### src/rtl/phased_burst_if.sv
// Host-side bundle of the phased burst controller: burst request, phase-table writes,
// status and drive outputs, plus a debug view of the controller state.
interface phased_burst_if #(
    parameter int NUM_CH  = 4,
    parameter int PHASE_W = 10,
    parameter int BURST_W = 8
);
    localparam int CH_W = (NUM_CH > 1) ? $clog2(NUM_CH) : 1;

    // start is a level request with no back-pressure: it takes effect only in IDLE with
    // burst_len != 0; cfg_we is a one-cycle write and cfg_ack pulses the cycle after acceptance.
    logic               start;
    logic [BURST_W-1:0] burst_len;
    logic               abort;
    logic               cfg_we;
    logic [CH_W-1:0]    cfg_ch;
    logic [PHASE_W-1:0] cfg_phase;
    logic               cfg_ack;
    logic               busy;
    logic               done;
    logic [NUM_CH-1:0]  ch_out;
    logic               fsm_state;

    modport master (
        output start, burst_len, abort, cfg_we, cfg_ch, cfg_phase,
        input  cfg_ack, busy, done, ch_out, fsm_state
    );

    modport slave (
        input  start, burst_len, abort, cfg_we, cfg_ch, cfg_phase,
        output cfg_ack, busy, done, ch_out, fsm_state
    );
endinterface

### src/rtl/phased_burst_controller.sv
// Emits burst_len square-wave periods on NUM_CH channels, each delayed by its phase-table entry.
// Define SHADOW_TABLE_EN to write a shadow table at any time and load it into the active table on start.
module phased_burst_controller #(
    parameter int NUM_CH      = 4,
    parameter int HALF_PERIOD = 337,
    parameter int PHASE_W     = 10,
    parameter int BURST_W     = 8
) (
    input logic           clk,
    input logic           rst,
    phased_burst_if.slave bus
);
    localparam int PERIOD = 2 * HALF_PERIOD;
    localparam int PC_W   = $clog2(PERIOD);
    localparam int CH_W   = (NUM_CH > 1) ? $clog2(NUM_CH) : 1;
    localparam int T_W    = BURST_W + PHASE_W + 1;

    typedef enum logic {IDLE = 1'b0, RUN = 1'b1} state_t;

    state_t             state;
    state_t             state_nx;
    logic               start_ok;
    logic               finish;
    logic [PC_W-1:0]    pc;
    logic [BURST_W-1:0] per;
    logic [BURST_W-1:0] len;
    logic [T_W-1:0]     t;
    logic [T_W-1:0]     span;
    logic [NUM_CH-1:0]  ch_nx;
    logic [NUM_CH-1:0]  ch_q;
    logic               done_q;
    logic               ack_q;
    logic               idx_ok;
    logic               wr_ok;
    logic [PHASE_W-1:0] phase_clamped;
    logic [PHASE_W-1:0] phase_tbl [NUM_CH];
`ifdef SHADOW_TABLE_EN
    logic [PHASE_W-1:0] shadow_tbl [NUM_CH];
`endif

    always_comb begin
        state_nx = state;
        start_ok = 1'b0;
        finish   = 1'b0;
        case (state)
            IDLE: begin
                if (bus.start && (bus.burst_len != '0)) begin
                    state_nx = RUN;
                    start_ok = 1'b1;
                end
            end
            RUN: begin
                if (bus.abort) begin
                    state_nx = IDLE;
                end else if ((per == len) && (pc == PC_W'(PERIOD - 1))) begin
                    state_nx = IDLE;
                    finish   = 1'b1;
                end
            end
            default: state_nx = IDLE;
        endcase
    end

    assign idx_ok        = ({1'b0, bus.cfg_ch} < (CH_W + 1)'(NUM_CH));
    assign phase_clamped = (bus.cfg_phase > PHASE_W'(PERIOD - 1)) ? PHASE_W'(PERIOD - 1)
                                                                  : bus.cfg_phase;
`ifdef SHADOW_TABLE_EN
    assign wr_ok = bus.cfg_we && idx_ok;
`else
    assign wr_ok = bus.cfg_we && idx_ok && (state == IDLE);
`endif

    // (t - ph) mod PERIOD comes from pc with a single wrap because every ph is below PERIOD.
    for (genvar g = 0; g < NUM_CH; g++) begin : g_ch
        logic [T_W-1:0] ph_ext;
        logic [T_W-1:0] pc_ext;
        logic [T_W-1:0] local_t;
        assign ph_ext  = T_W'(phase_tbl[g]);
        assign pc_ext  = T_W'(pc);
        assign local_t = (pc_ext >= ph_ext) ? (pc_ext - ph_ext)
                                            : (pc_ext + T_W'(PERIOD) - ph_ext);
        assign ch_nx[g] = (state == RUN) && (t >= ph_ext) && (t < ph_ext + span)
                          && (local_t < T_W'(HALF_PERIOD));
    end

    always_ff @(posedge clk) begin
        if (rst) begin
            state  <= IDLE;
            pc     <= '0;
            per    <= '0;
            len    <= '0;
            t      <= '0;
            span   <= '0;
            ch_q   <= '0;
            done_q <= 1'b0;
            ack_q  <= 1'b0;
            for (int i = 0; i < NUM_CH; i++) begin
                phase_tbl[i] <= '0;
`ifdef SHADOW_TABLE_EN
                shadow_tbl[i] <= '0;
`endif
            end
        end else begin
            state  <= state_nx;
            done_q <= finish;
            ack_q  <= wr_ok;
            ch_q   <= ((state == RUN) && (state_nx == RUN)) ? ch_nx : '0;
            if (start_ok) begin
                len  <= bus.burst_len;
                span <= T_W'(bus.burst_len) * T_W'(PERIOD);
                pc   <= '0;
                per  <= '0;
                t    <= '0;
            end else if (state == RUN) begin
                t <= t + 1'b1;
                if (pc == PC_W'(PERIOD - 1)) begin
                    pc  <= '0;
                    per <= per + 1'b1;
                end else begin
                    pc <= pc + 1'b1;
                end
            end
`ifdef SHADOW_TABLE_EN
            if (wr_ok) shadow_tbl[bus.cfg_ch] <= phase_clamped;
            if (start_ok) phase_tbl <= shadow_tbl;
`else
            if (wr_ok) phase_tbl[bus.cfg_ch] <= phase_clamped;
`endif
        end
    end

    assign bus.busy      = (state == RUN);
    assign bus.done      = done_q;
    assign bus.cfg_ack   = ack_q;
    assign bus.ch_out    = ch_q;
    assign bus.fsm_state = (state == RUN);
endmodule

### src/flat_wrapper.sv
// flat-port wrapper written by rule: the top's interface ports become plain ports
module phased_burst_controller_flat 
#(
    parameter int NUM_CH      = 4,
    parameter int HALF_PERIOD = 337,
    parameter int PHASE_W     = 10,
    parameter int BURST_W     = 8
)
  (clk, rst, bus_start, bus_burst_len, bus_abort, bus_cfg_we, bus_cfg_ch, bus_cfg_phase, bus_cfg_ack, bus_busy, bus_done, bus_ch_out, bus_fsm_state);
  phased_burst_if #(.NUM_CH(NUM_CH), .PHASE_W(PHASE_W), .BURST_W(BURST_W)) bus_i ();
  input logic clk;
  input logic rst;
  input wire logic [$bits(bus_i.start)-1:0] bus_start;
  input wire logic [$bits(bus_i.burst_len)-1:0] bus_burst_len;
  input wire logic [$bits(bus_i.abort)-1:0] bus_abort;
  input wire logic [$bits(bus_i.cfg_we)-1:0] bus_cfg_we;
  input wire logic [$bits(bus_i.cfg_ch)-1:0] bus_cfg_ch;
  input wire logic [$bits(bus_i.cfg_phase)-1:0] bus_cfg_phase;
  output wire logic [$bits(bus_i.cfg_ack)-1:0] bus_cfg_ack;
  output wire logic [$bits(bus_i.busy)-1:0] bus_busy;
  output wire logic [$bits(bus_i.done)-1:0] bus_done;
  output wire logic [$bits(bus_i.ch_out)-1:0] bus_ch_out;
  output wire logic [$bits(bus_i.fsm_state)-1:0] bus_fsm_state;
  assign bus_i.start = bus_start;
  assign bus_i.burst_len = bus_burst_len;
  assign bus_i.abort = bus_abort;
  assign bus_i.cfg_we = bus_cfg_we;
  assign bus_i.cfg_ch = bus_cfg_ch;
  assign bus_i.cfg_phase = bus_cfg_phase;
  assign bus_cfg_ack = bus_i.cfg_ack;
  assign bus_busy = bus_i.busy;
  assign bus_done = bus_i.done;
  assign bus_ch_out = bus_i.ch_out;
  assign bus_fsm_state = bus_i.fsm_state;
  phased_burst_controller #(.NUM_CH(NUM_CH), .HALF_PERIOD(HALF_PERIOD), .PHASE_W(PHASE_W), .BURST_W(BURST_W)) u_core (.clk(clk), .rst(rst), .bus(bus_i));
endmodule
### config.mk
export PLATFORM = sky130hd
export DESIGN_NAME = phased_burst_controller_flat
export DESIGN_NICKNAME = d
export VERILOG_FILES = /design/src/rtl/phased_burst_if.sv /design/src/rtl/phased_burst_controller.sv /design/src/flat_wrapper.sv
export SDC_FILE = /design/constraint.sdc
export NUM_CORES = 1
export LEC_CHECK = 0
export ABC_AREA = 1
export CAP_MARGIN = 25
export CELL_PAD_IN_SITES_DETAIL_PLACEMENT = 0
export CELL_PAD_IN_SITES_GLOBAL_PLACEMENT = 1
export CORE_MARGIN = 2
export CORE_UTILIZATION = 49
export CTS_CLUSTER_SIZE = 30
export DETAILED_ROUTE_END_ITERATION = 6
export DONT_BUFFER_PORTS = 1
export PLACE_DENSITY_LB_ADDON = 0.1
export SLEW_MARGIN = 15
export SYNTH_ARGS = -nofsm -noshare
export SYNTH_HDL_FRONTEND = slang
export SYNTH_SLANG_ARGS = --single-unit
### constraint.sdc
create_clock -name clk -period 4.4 [get_ports clk]
set_input_delay 1.32 -clock clk [delete_from_list [all_inputs] [get_ports clk]]
set_output_delay 1.32 -clock clk [all_outputs]
set_load 0.01 [all_outputs]
Word level (Yosys, flattened, before mapping). Memory sizes are Yosys's and may differ from the RTL's. Index checks and enable logic that the tools add are counted.

Memories kept: 1. Memory bits (writable): 40. Output and inout port bits: 8. Flip-flop bits (word level): 69.

Memories: u_core.phase_tbl (words 4, bits a word 10, rd ports 4, clocked after Yosys merged registers in 0, write ports 4, RTL line phased_burst_controller.sv:36) `logic [PHASE_W-1:0] phase_tbl [NUM_CH];`.

Reductions and logical operators: 22. Mux-type cells: 20. $add $sub $neg: 16. Magnitude comparators: 17. Bitwise logic cells: 2. $mul: 1. Eq/ne operators: 2.

Operators by type and width (count): 10-bit by 18-bit adder with 19-bit output (4); 19-bit by 10-bit >= comparator with 1-bit output (4); 19-bit < comparator (4); 19-bit by 9-bit < comparator with 1-bit output (second input constant) (4); 19-bit 2-to-1 mux (4); 19-bit by 10-bit subtractor with 19-bit output (4); 10-bit by 10-bit subtractor with 11-bit output (4); 10-bit >= comparator (4); 10-bit 2-to-1 mux (3); 19-bit by 1-bit adder with 19-bit output (second input constant) (1); 8-bit by 9-bit multiplier with 17-bit output (second input constant) (1); 1-bit logical AND (16); 10-bit by 10-bit adder with 11-bit output (second input constant) (1); 1-bit 2-to-1 mux (11); 10-bit by 1-bit adder with 10-bit output (second input constant) (1); 10-bit == test (second input constant) (1); 10-bit > comparator (second input constant) (1); 10-bit OR reduction (1); 8-bit by 1-bit adder with 8-bit output (second input constant) (1); 8-bit == test (1); 8-bit nonzero test (1); 2-bit OR reduction (2); 3-bit OR reduction (1); 2-bit 2-to-1 mux (1); other kinds (3) (4).

Logic depth before layout (Yosys ltp).
Depth after elaboration: 8. Depth in mapped cells: 20. Gate-level depth less buffers: 20.

Worst setup path after synthesis. Ideal clock, no wire load.

Path kind: input -> register. Start: in bus_burst_len[2]. End: reg u_core.span[16]. Arrival: 3.928 ns. Setup time: 0.117 ns. Setup slack: 0.355 ns. Buffers on the path: 0. Data required time: 4.283 ns. Cell stages on the path: 13. Cells stage by stage: ha_1 > ha_1 > ha_1 > inv_1 > fa_1 > inv_1 > ha_1 > a21oi_1 > nand2_1 > nand2_1 > nand4_1 > or2_2 > a32o_1.

Word-level cells in the longest chain between the ends: 4.

Ends and longest elaborated chain: start: declaration (RTL line flat_wrapper.sv:14) `input wire logic [$bits(bus_i.burst_len)-1:0] bus_burst_len;`; branches (longest 4 deep; another with 8-bit by 9-bit multiplier with 17-bit output); end signal: assignment (RTL line phased_burst_controller.sv:110) `span <= T_W'(bus.burst_len) * T_W'(PERIOD);`; end: declaration (RTL line phased_burst_controller.sv:28) `logic [T_W-1:0] span;`.

Several ways; the timed one is not identified. A chain may end at the register's enable or synchronous reset.

==> impl_metrics.json <==
{
  "status": "complete, no violations",
  "cts_resized": 0,
  "routed-via-count": 14000,
  "clk_pin_slew_ps": 80,
  "worst_slew_pin_slew_ps": 949,
  "antenna_found_initial": 0,
  "setup_viol": 0,
  "final_cell_mix": "nand2_1 (516), inv_1 (288), ha_1 (265)",
  "die_y_um": 177,
  "power_frac_clock": 0.264,
  "cts_root_buffer": "clkbuf_16",
  "initial_utilization": 0.495,
  "rows": 63,
  "power_uw": 3240,
  "cp-end-kind": "register",
  "seq_area_frac_synth": 0.172,
  "p_switching_uw": 1300,
  "p_leak_uw": 0.00805,
  "drv_slew": 0,
  "critPathLaunch": "u_core.phase_tbl[2][1]$_SDFFCE_PN0P_",
  "syn_area_sq_um": 14600,
  "grt_pass1_wl_um": 71000,
  "syn_area_per_cell_sq_um": 6.82,
  "holdBufCountCts": 0,
  "critPathKind": "reg2reg",
  "drtPass1Iterations": 5,
  "cp-start-kind": "register",
  "r2r-start": "u_core.phase_tbl[2][1]$_SDFFCE_PN0P_",
  "wl_per_cell_um": 17.7,
  "nNetsFinal": 2460,
  "post_cts_buffers": 0,
  "clockBufferDepth": 2,
  "numPlacedInstances": 2531,
  "tns_ps": 0,
  "synthDistinctLibCells": 59,
  "ioPinCount": 33,
  "insertion_delay_ps": 370,
  "finalCriticalPeriod_ps": 3980,
  "grt_pass1_vias": 13200,
  "cp_data_required_time_ps": 4700,
  "power_frac_comb": 0.387,
  "via_per_inst": 5.48,
  "gp_congestion": 0.912,
  "cts_tree": "yes",
  "cts-buffers-inserted": 9,
  "ant_nets": 0,
  "routed_wl_um": 45100,
  "syn_inst": 2138,
  "finalNonFillerCells": 2547,
  "numClockSinks": 105,
  "port_buffers": 0,
  "rsz0062_at_grt": "false",
  "dieArea_sq_um": 31200,
  "reg2reg_depth": 19,
  "ir_worst_vdd_v": 0.000219,
  "drt_iter0_markers": 986,
  "coreArea_sq_um": 29500,
  "power_per_cell_area_nw_per_um2": 210,
  "design_area_sq_um": 15500,
  "seq_power_share": 0.349,
  "arrival_ps": 4290,
  "drc": 0,
  "r2r_slack_ps": 420,
  "antennaDiodeCount": 0,
  "drive_gt1_frac": 0.0445,
  "yosys_warnings": 0,
  "r2r_end": "u_core.bus.ch_out[2]$_SDFF_PP0_",
  "post-dp-hpwl_um": 37800,
  "ys_seq_elements": 105,
  "hold_violations": 0,
  "path_max_fanout": 4,
  "clock.fmax_mhz": 251,
  "final_common_cell": "nand2_1",
  "globalRouteOverflowTotal": 0,
  "relSlewSlack": 0.365,
  "worstHoldStart": "u_core.per[7]$_SDFFE_PP0P_",
  "p_int_uw": 1940,
  "die_w_um": 177,
  "swShare": 0.400,
  "htreeDepth": 3,
  "finalClockSkew_ps": 18.9,
  "grt_util_all_layers": 0.294,
  "crit_end": "u_core.bus.ch_out[2]$_SDFF_PP0_",
  "grt_max_degree": 23,
  "postPlaceCellArea_sq_um": 15200,
  "fin_crit_sh": 0.905,
  "syn_nets": 2446,
  "area_growth_syn_to_layout_pct": 6.00,
  "hold_depth": 2,
  "drv_cap": 0,
  "hp-class": "reg2reg"
}
per-stage QoR:
stage               worst slack, ps  utilization  hold slack, ps
floorplan                       355            -             452
global placement                221        0.514             466
detailed placement              234        0.514             470
CTS                             585        0.524             483
global route                    121        0.524             513
finish                          416        0.524             484
cell usage after synthesis, drive strengths merged:
library cell / instances / area share
a21boi: 6 / 0.0039
clkinv: 5 / 0.0013
buf: 12 / 0.0046
o21bai: 6 / 0.0031
clkbuf: 8 / 0.0021
o21ai: 63 / 0.022
nor3b: 2 / 0.0010
edfxtp: 40 / 0.082
and2: 3 / 0.0013
xnor2: 38 / 0.023
o22ai: 7 / 0.0030
a22oi: 1 / 0.00051
a21o: 14 / 0.0072
o31a: 1 / 0.00060
nand4: 48 / 0.021
nand2: 528 / 0.14
nor4: 7 / 0.0039
a21oi: 157 / 0.055
inv: 298 / 0.077
o211a: 2 / 0.0014
xor2: 84 / 0.050
dfxtp: 65 / 0.089
o31ai: 1 / 0.00051
a31o: 2 / 0.0012
o21a: 7 / 0.0036
nand3b: 11 / 0.0057
a32o: 1 / 0.00069
ha: 265 / 0.23
nand3: 144 / 0.049
or2: 8 / 0.0034
o2111ai: 1 / 0.00060
o211ai: 3 / 0.0019
nor3: 29 / 0.0099
a2111oi: 1 / 0.00060
a22o: 9 / 0.0054
a211oi: 10 / 0.0051
a31oi: 9 / 0.0039
and3: 1 / 0.00043
nor2: 223 / 0.061
fa: 18 / 0.025
area by class of cell:
class	count	area, sq um
fillers	3039	14000
repair buffers	23	173
clock buffers	9	225
clock inverters	7	86.3
flip-flops and latches	105	2500
well taps	390	488
multi-input cells	1710	10800
inverters	303	1140
worst min-delay path by stage:
stage	endpoint
global route	u_core.per[7]$_SDFFE_PP0P_
finish	u_core.per[7]$_SDFFE_PP0P_
global placement	u_core.per[7]$_SDFFE_PP0P_
CTS	u_core.per[7]$_SDFFE_PP0P_
detailed placement	u_core.per[7]$_SDFFE_PP0P_
floorplan	u_core.per[7]$_SDFFE_PP0P_
layer usage:
layer / global-route usage / vias to the layer above / part of all wire
li1: - / 7136 / -
met1: 0.384 / 6389 / 0.45
met2: 0.492 / 358 / 0.46
met3: 0.0517 / 67 / 0.063
met4: 0.0964 / 0 / 0.032
met5: 0 / - / 0
worst max-delay path, cell delays in order (launching register included):
cell	delay [ps]
edfxtp_1	600
ha_1	250
inv_1	60
fa_1	390
inv_1	70
a31oi_1	160
o211ai_2	230
nand2_1	90
a21oi_2	260
nand2_1	130
o21ai_1	140
nand2_1	70
ha_1	300
nand2_1	70
nor2_1	40
a2111oi_0	500
nand3_1	260
nor2_1	140
nand3_1	70
nor2_1	90
logic make-up (layout without fill, tap and decap cells):
logic type,Yosys count,in the layout,synth area share
simple gates,1004,1004,0.297
buf+inv,323,342,0.0850
compound gates,301,301,0.121
fa+ha+maj,283,283,0.252
xor+xnor,122,122,0.0732
flops,105,105,0.172
flip-flops by register name (all words and copies together) (netlist names):
register            count
u_core.span            13
u_core.bus.cfg_ack      1
u_core.len              8
u_core.bus.busy         1
u_core.per              8
u_core.phase_tbl       40
u_core.bus.ch_out       4
u_core.bus.done         1
u_core.t               19
u_core.pc              10
power groups by stage:
stage,registers (uW),logic [uW],clock network (uW)
2_1_floorplan,1110,987,0
3_3_place_gp,1150,1230,0
3_5_place_dp,1150,1250,0
4_1_cts,1130,1260,869
5_1_grt,1140,1440,904
6_report,1130,1250,855
Note: power is estimated with default switching activity, not from simulation.
